<file path="config.mk">
export PLATFORM = sky130hd
export DESIGN_NAME = reg_file_rename_flat
export DESIGN_NICKNAME = d
export VERILOG_FILES = /design/src/rtl/reg_file_rename_pkg.sv /design/src/rtl/reg_file_rename_if.sv /design/src/rtl/reg_file_rename.sv /design/src/flat_wrapper.sv
export SDC_FILE = /design/constraint.sdc
export NUM_CORES = 2
export LEC_CHECK = 0
export BUFFER_PORTS_ARGS = -buffer_cell sky130_fd_sc_hd__buf_2
export CAP_MARGIN = 5
export CORE_MARGIN = 2
export CORE_UTILIZATION = 55
export CTS_BUF_LIST = sky130_fd_sc_hd__clkbuf_2 sky130_fd_sc_hd__clkbuf_4 sky130_fd_sc_hd__clkbuf_8
export CTS_CLUSTER_DIAMETER = 100
export CTS_CLUSTER_SIZE = 25
export DETAILED_ROUTE_END_ITERATION = 8
export PLACE_DENSITY = 0.71
export SLEW_MARGIN = 10
export SYNTH_ARGS = -nofsm -noshare
export SYNTH_HDL_FRONTEND = slang
export SYNTH_SLANG_ARGS = --single-unit
</file>
<file path="constraint.sdc">
create_clock -name clk -period 4.55 [get_ports clk]
set_input_delay 0.91 -clock clk [delete_from_list [all_inputs] [get_ports clk]]
set_output_delay 0.91 -clock clk [all_outputs]
set_load 0.02 [all_outputs]
</file>
<file path="src/rtl/reg_file_rename_pkg.sv">
// Shared widths, types and the read-port resolution function for the renaming
// architectural register file.
package reg_file_rename_pkg;

   localparam int REG_NUM    = 32;
   localparam int REG_ADDR_W = 5;
   localparam int XLEN       = 32;
   localparam int TAG_W      = 4;

   typedef logic [REG_ADDR_W-1:0] reg_addr_t;
   typedef logic [XLEN-1:0]       data_t;
   typedef logic [TAG_W-1:0]      tag_t;

   localparam reg_addr_t ZERO_REG = '0;

   typedef enum logic {
      REG_VALID = 1'b0,
      REG_BUSY  = 1'b1
   } reg_state_e;

   // What dispatch sees for one source operand.
   typedef struct packed {
      logic  busy;
      tag_t  tag;
      data_t data;
   } read_t;

   // A pending register whose producer is committing this cycle is forwarded
   // as ready, so dispatch never captures a tag that is about to retire.
   function automatic read_t resolve_read(
      input reg_addr_t addr,
      input logic      busy,
      input tag_t      tag,
      input data_t     data,
      input logic      commit_valid,
      input reg_addr_t commit_reg,
      input tag_t      commit_tag,
      input data_t     commit_data
   );
      read_t r;
      r = '{busy: 1'b0, tag: '0, data: '0};
      if (addr != ZERO_REG) begin
         if (busy && commit_valid && (commit_reg == addr) && (commit_tag == tag)) begin
            r.data = commit_data;
         end else if (busy) begin
            r.busy = 1'b1;
            r.tag  = tag;
         end else begin
            r.data = data;
         end
      end
      return r;
   endfunction

endpackage

</file>
<file path="src/rtl/reg_file_rename_if.sv">
// Dispatch read ports, rename request and ROB commit bus of the register file.
interface reg_file_rename_if;
   import reg_file_rename_pkg::*;

   reg_addr_t rs1_addr;
   logic      rs1_busy;
   tag_t      rs1_tag;
   data_t     rs1_data;

   reg_addr_t rs2_addr;
   logic      rs2_busy;
   tag_t      rs2_tag;
   data_t     rs2_data;

   logic      rename_valid;
   reg_addr_t rename_reg;
   tag_t      rename_tag;

   logic      commit_valid;
   reg_addr_t commit_reg;
   tag_t      commit_tag;
   data_t     commit_data;

   modport master (
      output rs1_addr, rs2_addr,
      output rename_valid, rename_reg, rename_tag,
      output commit_valid, commit_reg, commit_tag, commit_data,
      input  rs1_busy, rs1_tag, rs1_data,
      input  rs2_busy, rs2_tag, rs2_data
   );

   modport slave (
      input  rs1_addr, rs2_addr,
      input  rename_valid, rename_reg, rename_tag,
      input  commit_valid, commit_reg, commit_tag, commit_data,
      output rs1_busy, rs1_tag, rs1_data,
      output rs2_busy, rs2_tag, rs2_data
   );

endinterface

</file>
<file path="src/rtl/reg_file_rename.sv">
// Architectural register file with per-register busy bit and producing ROB tag;
// renamed at issue, retired by ROB commit, flushed by clear.
module reg_file_rename
   import reg_file_rename_pkg::*;
(
   input logic               clk,
   input logic               rst,
   input logic               rdy,
   input logic               clear,
   reg_file_rename_if.slave  rf
);

   logic [REG_NUM-1:0] busy_q, busy_d;
   tag_t               tag_q  [REG_NUM];
   tag_t               tag_d  [REG_NUM];
   data_t              data_q [REG_NUM];
   data_t              data_d [REG_NUM];

   logic  rename_fire;
   logic  commit_fire;
   logic  commit_retires;
   read_t rd1, rd2;

   assign rename_fire = rf.rename_valid && (rf.rename_reg != ZERO_REG) && !clear;
   assign commit_fire = rf.commit_valid && (rf.commit_reg != ZERO_REG);
   // A commit only retires the mapping if it is still the youngest producer.
   assign commit_retires = commit_fire
                        && (tag_q[rf.commit_reg] == rf.commit_tag)
                        && !(rename_fire && (rf.rename_reg == rf.commit_reg));

   // NOTE: every next-state value gets its hold default before any branch, so
   // no path through this block leaves a signal unassigned and infers a latch.
   always_comb begin
      busy_d = busy_q;
      tag_d  = tag_q;
      data_d = data_q;

      if (clear) begin
         busy_d = '0;
      end

      if (commit_fire) begin
         data_d[rf.commit_reg] = rf.commit_data;
         if (commit_retires) begin
            busy_d[rf.commit_reg] = REG_VALID;
         end
      end

      if (rename_fire) begin
         busy_d[rf.rename_reg] = REG_BUSY;
         tag_d[rf.rename_reg]  = rf.rename_tag;
      end
   end

   // NOTE: the register array is reset because reads are architecturally
   // required to return zero right after reset, not just the status bits.
   always_ff @(posedge clk) begin
      if (rst) begin
         // NOTE: state uses non-blocking assignment so every element updates
         // from the same pre-edge values regardless of statement order.
         busy_q <= '0;
         tag_q  <= '{default: '0};
         data_q <= '{default: '0};
      end else if (rdy) begin
         busy_q <= busy_d;
         tag_q  <= tag_d;
         data_q <= data_d;
      end
   end

   assign rd1 = resolve_read(rf.rs1_addr, busy_q[rf.rs1_addr], tag_q[rf.rs1_addr],
                             data_q[rf.rs1_addr], rf.commit_valid, rf.commit_reg,
                             rf.commit_tag, rf.commit_data);
   assign rd2 = resolve_read(rf.rs2_addr, busy_q[rf.rs2_addr], tag_q[rf.rs2_addr],
                             data_q[rf.rs2_addr], rf.commit_valid, rf.commit_reg,
                             rf.commit_tag, rf.commit_data);

   assign rf.rs1_busy = rd1.busy;
   assign rf.rs1_tag  = rd1.tag;
   assign rf.rs1_data = rd1.data;
   assign rf.rs2_busy = rd2.busy;
   assign rf.rs2_tag  = rd2.tag;
   assign rf.rs2_data = rd2.data;

endmodule

</file>
<file path="src/flat_wrapper.sv">
// flat-port wrapper written by rule: the top's interface ports become plain ports
module reg_file_rename_flat import reg_file_rename_pkg::*;
  (clk, rst, rdy, clear, rf_rs1_addr, rf_rs2_addr, rf_rename_valid, rf_rename_reg, rf_rename_tag, rf_commit_valid, rf_commit_reg, rf_commit_tag, rf_commit_data, rf_rs1_busy, rf_rs1_tag, rf_rs1_data, rf_rs2_busy, rf_rs2_tag, rf_rs2_data);
  reg_file_rename_if rf_i ();
  input logic clk;
  input logic rst;
  input logic rdy;
  input logic clear;
  input wire logic [$bits(rf_i.rs1_addr)-1:0] rf_rs1_addr;
  input wire logic [$bits(rf_i.rs2_addr)-1:0] rf_rs2_addr;
  input wire logic [$bits(rf_i.rename_valid)-1:0] rf_rename_valid;
  input wire logic [$bits(rf_i.rename_reg)-1:0] rf_rename_reg;
  input wire logic [$bits(rf_i.rename_tag)-1:0] rf_rename_tag;
  input wire logic [$bits(rf_i.commit_valid)-1:0] rf_commit_valid;
  input wire logic [$bits(rf_i.commit_reg)-1:0] rf_commit_reg;
  input wire logic [$bits(rf_i.commit_tag)-1:0] rf_commit_tag;
  input wire logic [$bits(rf_i.commit_data)-1:0] rf_commit_data;
  output wire logic [$bits(rf_i.rs1_busy)-1:0] rf_rs1_busy;
  output wire logic [$bits(rf_i.rs1_tag)-1:0] rf_rs1_tag;
  output wire logic [$bits(rf_i.rs1_data)-1:0] rf_rs1_data;
  output wire logic [$bits(rf_i.rs2_busy)-1:0] rf_rs2_busy;
  output wire logic [$bits(rf_i.rs2_tag)-1:0] rf_rs2_tag;
  output wire logic [$bits(rf_i.rs2_data)-1:0] rf_rs2_data;
  assign rf_i.rs1_addr = rf_rs1_addr;
  assign rf_i.rs2_addr = rf_rs2_addr;
  assign rf_i.rename_valid = rf_rename_valid;
  assign rf_i.rename_reg = rf_rename_reg;
  assign rf_i.rename_tag = rf_rename_tag;
  assign rf_i.commit_valid = rf_commit_valid;
  assign rf_i.commit_reg = rf_commit_reg;
  assign rf_i.commit_tag = rf_commit_tag;
  assign rf_i.commit_data = rf_commit_data;
  assign rf_rs1_busy = rf_i.rs1_busy;
  assign rf_rs1_tag = rf_i.rs1_tag;
  assign rf_rs1_data = rf_i.rs1_data;
  assign rf_rs2_busy = rf_i.rs2_busy;
  assign rf_rs2_tag = rf_i.rs2_tag;
  assign rf_rs2_data = rf_i.rs2_data;
  reg_file_rename u_core (.clk(clk), .rst(rst), .rdy(rdy), .clear(clear), .rf(rf_i));
endmodule
</file>
Word level (Yosys, flattened, before mapping)
Cells that the tools add are included.
Widths: inputs -> output; s select.
{"block": "totals", "in_bits": 66, "word_cells": 157, "ff_bits": 1184}
{"block": "op_classes", "n_eq_ne": 6, "mux": 43, "reduce_logical": 24, "n_bitwise": 7, "n_lt_le_gt_ge": 12}
{"op": "$bwmux 1024", "count": 1}
{"op": "$mux 32", "count": 13}
{"op": "$bmux 32 s5", "count": 2}
{"op": "$demux 32 s5", "count": 1}
{"op": "$bwmux 128", "count": 1}
{"op": "$mux 37", "count": 2}
{"op": "$bmux 4 s5", "count": 3}
{"op": "$and 32x32->32", "count": 1}
{"op": "$not 32->32", "count": 1}
{"op": "$or 32x32->32", "count": 1}
{"op": "$mux 4", "count": 7}
{"op": "$ge 6x6->1 const B", "count": 4}
{"op": "$lt 5x6->1 const B", "count": 4}
{"op": "$not 5->6", "count": 4}
{"op": "$demux 4 s5", "count": 1}
{"op": "$mux 5", "count": 4}
{"op": "$reduce_bool 5->1", "count": 4}
{"op": "$logic_and 1x1->1", "count": 16}
{"op": "$eq 5x5->1", "count": 3}
{"op": "$eq 4x4->1", "count": 3}
{"op": "$lt 6x1->1 const B", "count": 2}
{"op": "$bmux 1 s5", "count": 2}
{"op": "$demux 1 s5", "count": 2}
{"op": "$ge 5x1->1 const B", "count": 2}
{"op": "other kinds (3)", "count": 8}

Logic depth before layout (Yosys ltp)
{"block": "depth", "depth_word": 11, "ltp_mapped": 15, "mapped_depth_nobuf": 7}

Least setup slack after synthesis
Ideal clock, no wire load.
{"block": "synth_path", "path_type": "in2out", "start": "input port rf_rs1_addr[1]", "end": "output port rf_rs1_data[12]", "t_arrival_ns": 3.417, "setup_slack_ns": 0.223, "n_path_buf": 6, "stages": 12, "cell_sequence": "buf_2 -> buf_6 -> buf_4 -> buf_2 -> buf_2 -> buf_1 -> mux4_2 -> a221oi_1 -> nor2_1 -> a21oi_1 -> nor2_1 -> a41o_1"}
{"block": "synth_between", "elab_chain_cells": 8}
{"item": "start: declaration", "line_no": "flat_wrapper.sv:9", "source": "input wire logic [$bits(rf_i.rs1_addr)-1:0] rf_rs1_addr;"}
{"item": "$not 5->6 (implied by the code)", "line_no": "reg_file_rename.sv:71, reg_file_rename.sv:72"}
{"item": "$bmux 4 s5", "line_no": "reg_file_rename.sv:71", "source": "assign rd1 = resolve_read(rf.rs1_addr, busy_q[rf.rs1_addr], tag_q[rf.rs1_addr],"}
{"item": "$mux 4 (implied by the code) (2 in series)", "line_no": "reg_file_rename.sv:71"}
{"item": "$eq 4x4->1", "line_no": "reg_file_rename_pkg.sv:43", "source": "if (busy && commit_valid && (commit_reg == addr) && (commit_tag == tag)) begin"}
{"item": "$logic_and 1x1->1", "line_no": "reg_file_rename_pkg.sv:43"}
{"item": "$mux 32", "line_no": "reg_file_rename_pkg.sv:43"}
{"item": "$mux 37 *", "line_no": "reg_file_rename_pkg.sv:42", "source": "if (addr != ZERO_REG) begin"}
{"item": "end: declaration", "line_no": "flat_wrapper.sv:20", "source": "output wire logic [$bits(rf_i.rs1_data)-1:0] rf_rs1_data;"}
Every way passes the cells marked *; elsewhere a longest branch is shown, timed or not. The select of a mux whose other input is x is not followed.

Worst setup path in the final report
{"block": "layout_path", "start": "input port rf_rs2_addr[3]", "end": "output port rf_rs2_data[26]"}
{"block": "layout_between", "elab_chain_cells": 8}
{"item": "start: declaration", "line_no": "flat_wrapper.sv:10", "source": "input wire logic [$bits(rf_i.rs2_addr)-1:0] rf_rs2_addr;"}
{"item": "$not 5->6 (implied by the code)", "line_no": "reg_file_rename.sv:74, reg_file_rename.sv:75"}
{"item": "$bmux 4 s5", "line_no": "reg_file_rename.sv:74", "source": "assign rd2 = resolve_read(rf.rs2_addr, busy_q[rf.rs2_addr], tag_q[rf.rs2_addr],"}
{"item": "$mux 4 (implied by the code) (2 in series)", "line_no": "reg_file_rename.sv:74"}
{"item": "$eq 4x4->1", "line_no": "reg_file_rename_pkg.sv:43"}
{"item": "$logic_and 1x1->1", "line_no": "reg_file_rename_pkg.sv:43"}
{"item": "$mux 32", "line_no": "reg_file_rename_pkg.sv:43"}
{"item": "$mux 37 *", "line_no": "reg_file_rename_pkg.sv:42"}
{"item": "end: declaration", "line_no": "flat_wrapper.sv:23", "source": "output wire logic [$bits(rf_i.rs2_data)-1:0] rf_rs2_data;"}
Marked as above.

==> impl_metrics.csv <==
group,metric,value,unit
yosys,ys.flop_type,"dfxtp_1",
global_routing,grt_pass1_wl,368000,um
sta,final.period_utilization,101,%
sta,fin_ws,-0.0340,ns
yosys,syn_avg_cell_area,8.84,um2
cts,cts_buffers,55,
yosys,yosysWarningCount,0,
run_status,violations,"negative setup slack",
detailed_routing,firstDrtPassIters,9,
yosys,yosysUniqueCellTypes,70,
placed_design,gp_congestion,0.997,
global_routing,antenna_found_initial,10,
sta,worst_slew_pin_slew,1.31,ns
finish,final_common_cell,"nand2_1",
sta,setup_violations,15,
sta,hold_violations,0,
yosys,async_reset_ff_share,0,%
die,initial_core_util,55.6,%
run_status,status,"complete, but fails checks",
yosys,synth_seq_cells,1184,
setup_path,crit_family,"simple AND/OR/NAND/NOR gates",
power_and_ir_drop,ir_drop,304,uV
detailed_routing,ant_nets,0,
sta,rsz0062_at_grt,"yes",
yosys,synthesis.area,62800,um2
detailed_routing,drc,0,
cts,cts_tree,"done",
die,io_pins,140,
detailed_routing,wire_per_inst,30.3,um
flow_run,max-cap-violations,0,
finish,mostFrequentLayoutCells,"nand2_1, dfxtp_1, a21oi_1",
die,coreArea,113000,um2
die,chipHeight,342,um
cts,clock_path_buffers,3,
finish,nets,7037,
finish,area_growth,9.34,%
yosys,yosysSeqAreaShare,37.7,%
setup_path,crit_fanout,10,
power_and_ir_drop,cellLeakagePower,23.1,nW
detailed_routing,vias_per_cell,7.03,
cts,path_clk_slew,0.15,ns
setup_path,cp-end-kind,"output pin",
setup_path,required,3.64,ns
cts,root_buffer,"clkbuf_8",
sta,setup_tns,-0.201,ns
yosys,synth_edf_count,0,
yosys,synth_top_cell_by_area,"dfxtp_1",
setup_path,cp.arrival,3.67,ns
setup_path,cpPeakStageDelay,0.58,ns
die,fp.dieW,342,um
worst_hold_path,min_path_type,"primary input to flip-flop",
detailed_routing,via_count,59667,
placed_design,post-dp-hpwl,160000,um
yosys,yosysTopAreaCellShare,37.7,%
placed_design,port_buffers,139,
global_routing,overflow,0,
global_routing,first_global_vias,55434,
setup_path,critPathLaunchType,"primary input",
yosys,netlist_top_cells_area,"dfxtp_1, mux4_2, nand2_1",
placed_design,preCtsSetupSlack,-0.164,ns
finish,drive_above_1_share,19.2,%
die,core.rowCount,123,
sta,min_period,4.58,ns
setup_path,path_cells,"buf_2 -> buf_4 -> xor2_1 -> nor4_2 -> and3_1 -> nand3_1 -> or4_4 -> buf_12 -> buf_12 -> o21ai_1 -> buf_4",
setup_path,critPathSlowestCell,"or4_4",
global_routing,grt_start_max_net_pins,119,
yosys,netlist_instances,7109,
sta,fmax,218,MHz
sta,fin_hold_ws,0.424,ns
detailed_routing,drt_iter0_markers,9526,
global_routing,grt_usage,42.1,%
setup_path,path_buf_inv,5,
power_and_ir_drop,p_per_area,257,nW/um2
setup_path,path_class,"primary input to output pin",
sta,final.setup_skew,0.0442,ns
cts,htree_levels,2,
yosys,syn-num-nets,7175,
cts,numClockSinks,1184,
die,dieArea,117000,um2
sta,slew_headroom,12.3,%
sta,maxSlewViolCount,0,
detailed_routing,wl,257000,um
cts,clk_latency,0.89,ns
[power by group]
group | leakage [nW] | switching (mW) | internal (mW)
registers | 9.54 | 0.0305 | 10.4
clock network | 0.487 | 3.49 | 1.31
logic | 13.0 | 1.61 | 0.785
[metal layers]
layer | global-route usage (%) | wire, um
met5 | 0 | 155
met4 | 25.6 | 18900
met3 | 12.6 | 38500
met2 | 61.1 | 108000
met1 | 55.3 | 92300
[layout make-up]
| class | count | area [um2] |
|---|---|---|
| fillers | 9645 | 44300 |
| multi-input cells | 5156 | 36500 |
| flip-flops and latches | 1184 | 23700 |
| repair buffers | 566 | 5540 |
| well taps | 1500 | 1880 |
| clock buffers | 59 | 806 |
| clock inverters | 7 | 140 |
| inverters | 8 | 32.5 |
| diodes | 7 | 17.5 |
[Yosys cell counts, types with 5 or more instances]
master,n
a211oi_1,78
mux2_2,71
nand4_1,6
buf_6,18
nand4b_1,5
mux4_2,472
inv_1,6
o211ai_1,54
and2_1,6
or3_1,7
o32ai_1,15
o21ai_1,37
buf_4,40
nand3b_1,27
nor2b_1,50
nor4_1,35
xor2_1,10
nand4bb_1,6
o221ai_1,66
a21oi_1,1031
or2_2,8
nor3_1,16
a211o_1,27
buf_1,48
mux2i_1,431
nand2_1,2093
xnor2_1,11
buf_2,87
a32oi_1,5
and3_1,5
nand2b_1,31
clkbuf_1,567
a22oi_1,7
o22ai_1,110
nand3_1,78
dfxtp_1,1184
or2_1,22
a41o_1,32
a22o_1,5
a221oi_1,70
nor2_1,178
[through the flow]
stage	util (%)	std cells	total power [mW]	area, um2
3_3_place_gp	59.0	8392	12.8	66700
6_report	60.8	8487	17.6	68700
2_1_floorplan	-	7109	12.0	62800
3_5_place_dp	59.0	8392	12.8	66700
4_1_cts	60.1	8464	17.4	67900
5_1_grt	60.8	8483	18.0	68700
[cells by family after synthesis]
group                  count (synthesis)  share of synthesized area [%]
AND/OR/NAND/NOR                     2594                           16.8
buffers and inverters                770                           5.27
flip-flops                          1184                           37.7
AO/OA/AOI/OAI                       1563                           14.7
XOR/XNOR                              22                          0.319
multiplexers                         976                           25.1
[final timing paths]
path                           from            endpoint  slack (ns)  cells after the start
hold reg to reg   u_core.data_q[87]   u_core.data_q[87]        0.48                      2
setup / recovery     rf_rs2_addr[3]     rf_rs2_data[26]       -0.03                     11
hold / removal    rf_commit_data[7]  u_core.data_q[583]        0.42                      3
setup reg to reg   u_core.tag_q[65]   u_core.busy_q[26]        1.70                      9
[registers in the layout, summed over array words and instances, names as in the netlist]
register	flops
u_core.busy_q	32
u_core.data_q	1024
u_core.tag_q	128
[worst register-to-register path, delay by kind of cell (launching register included)]
kind                   cells  cell delay (ns)
AO/OA/AOI/OAI              3             0.37
flip-flops                 1             0.37
buffers and inverters      2             0.35
AND/OR/NAND/NOR            3             1.26
multiplexers               1             0.37
[what timing repair did]
action,CTS,global route
endpoints found under the setup margin,69,67
gates cloned,4,9
gates resized for setup,47,122
buffers inserted,2,7
pin swaps,6,19
hold buffers,0,0
Note: power is estimated with default switching activity, not from simulation.
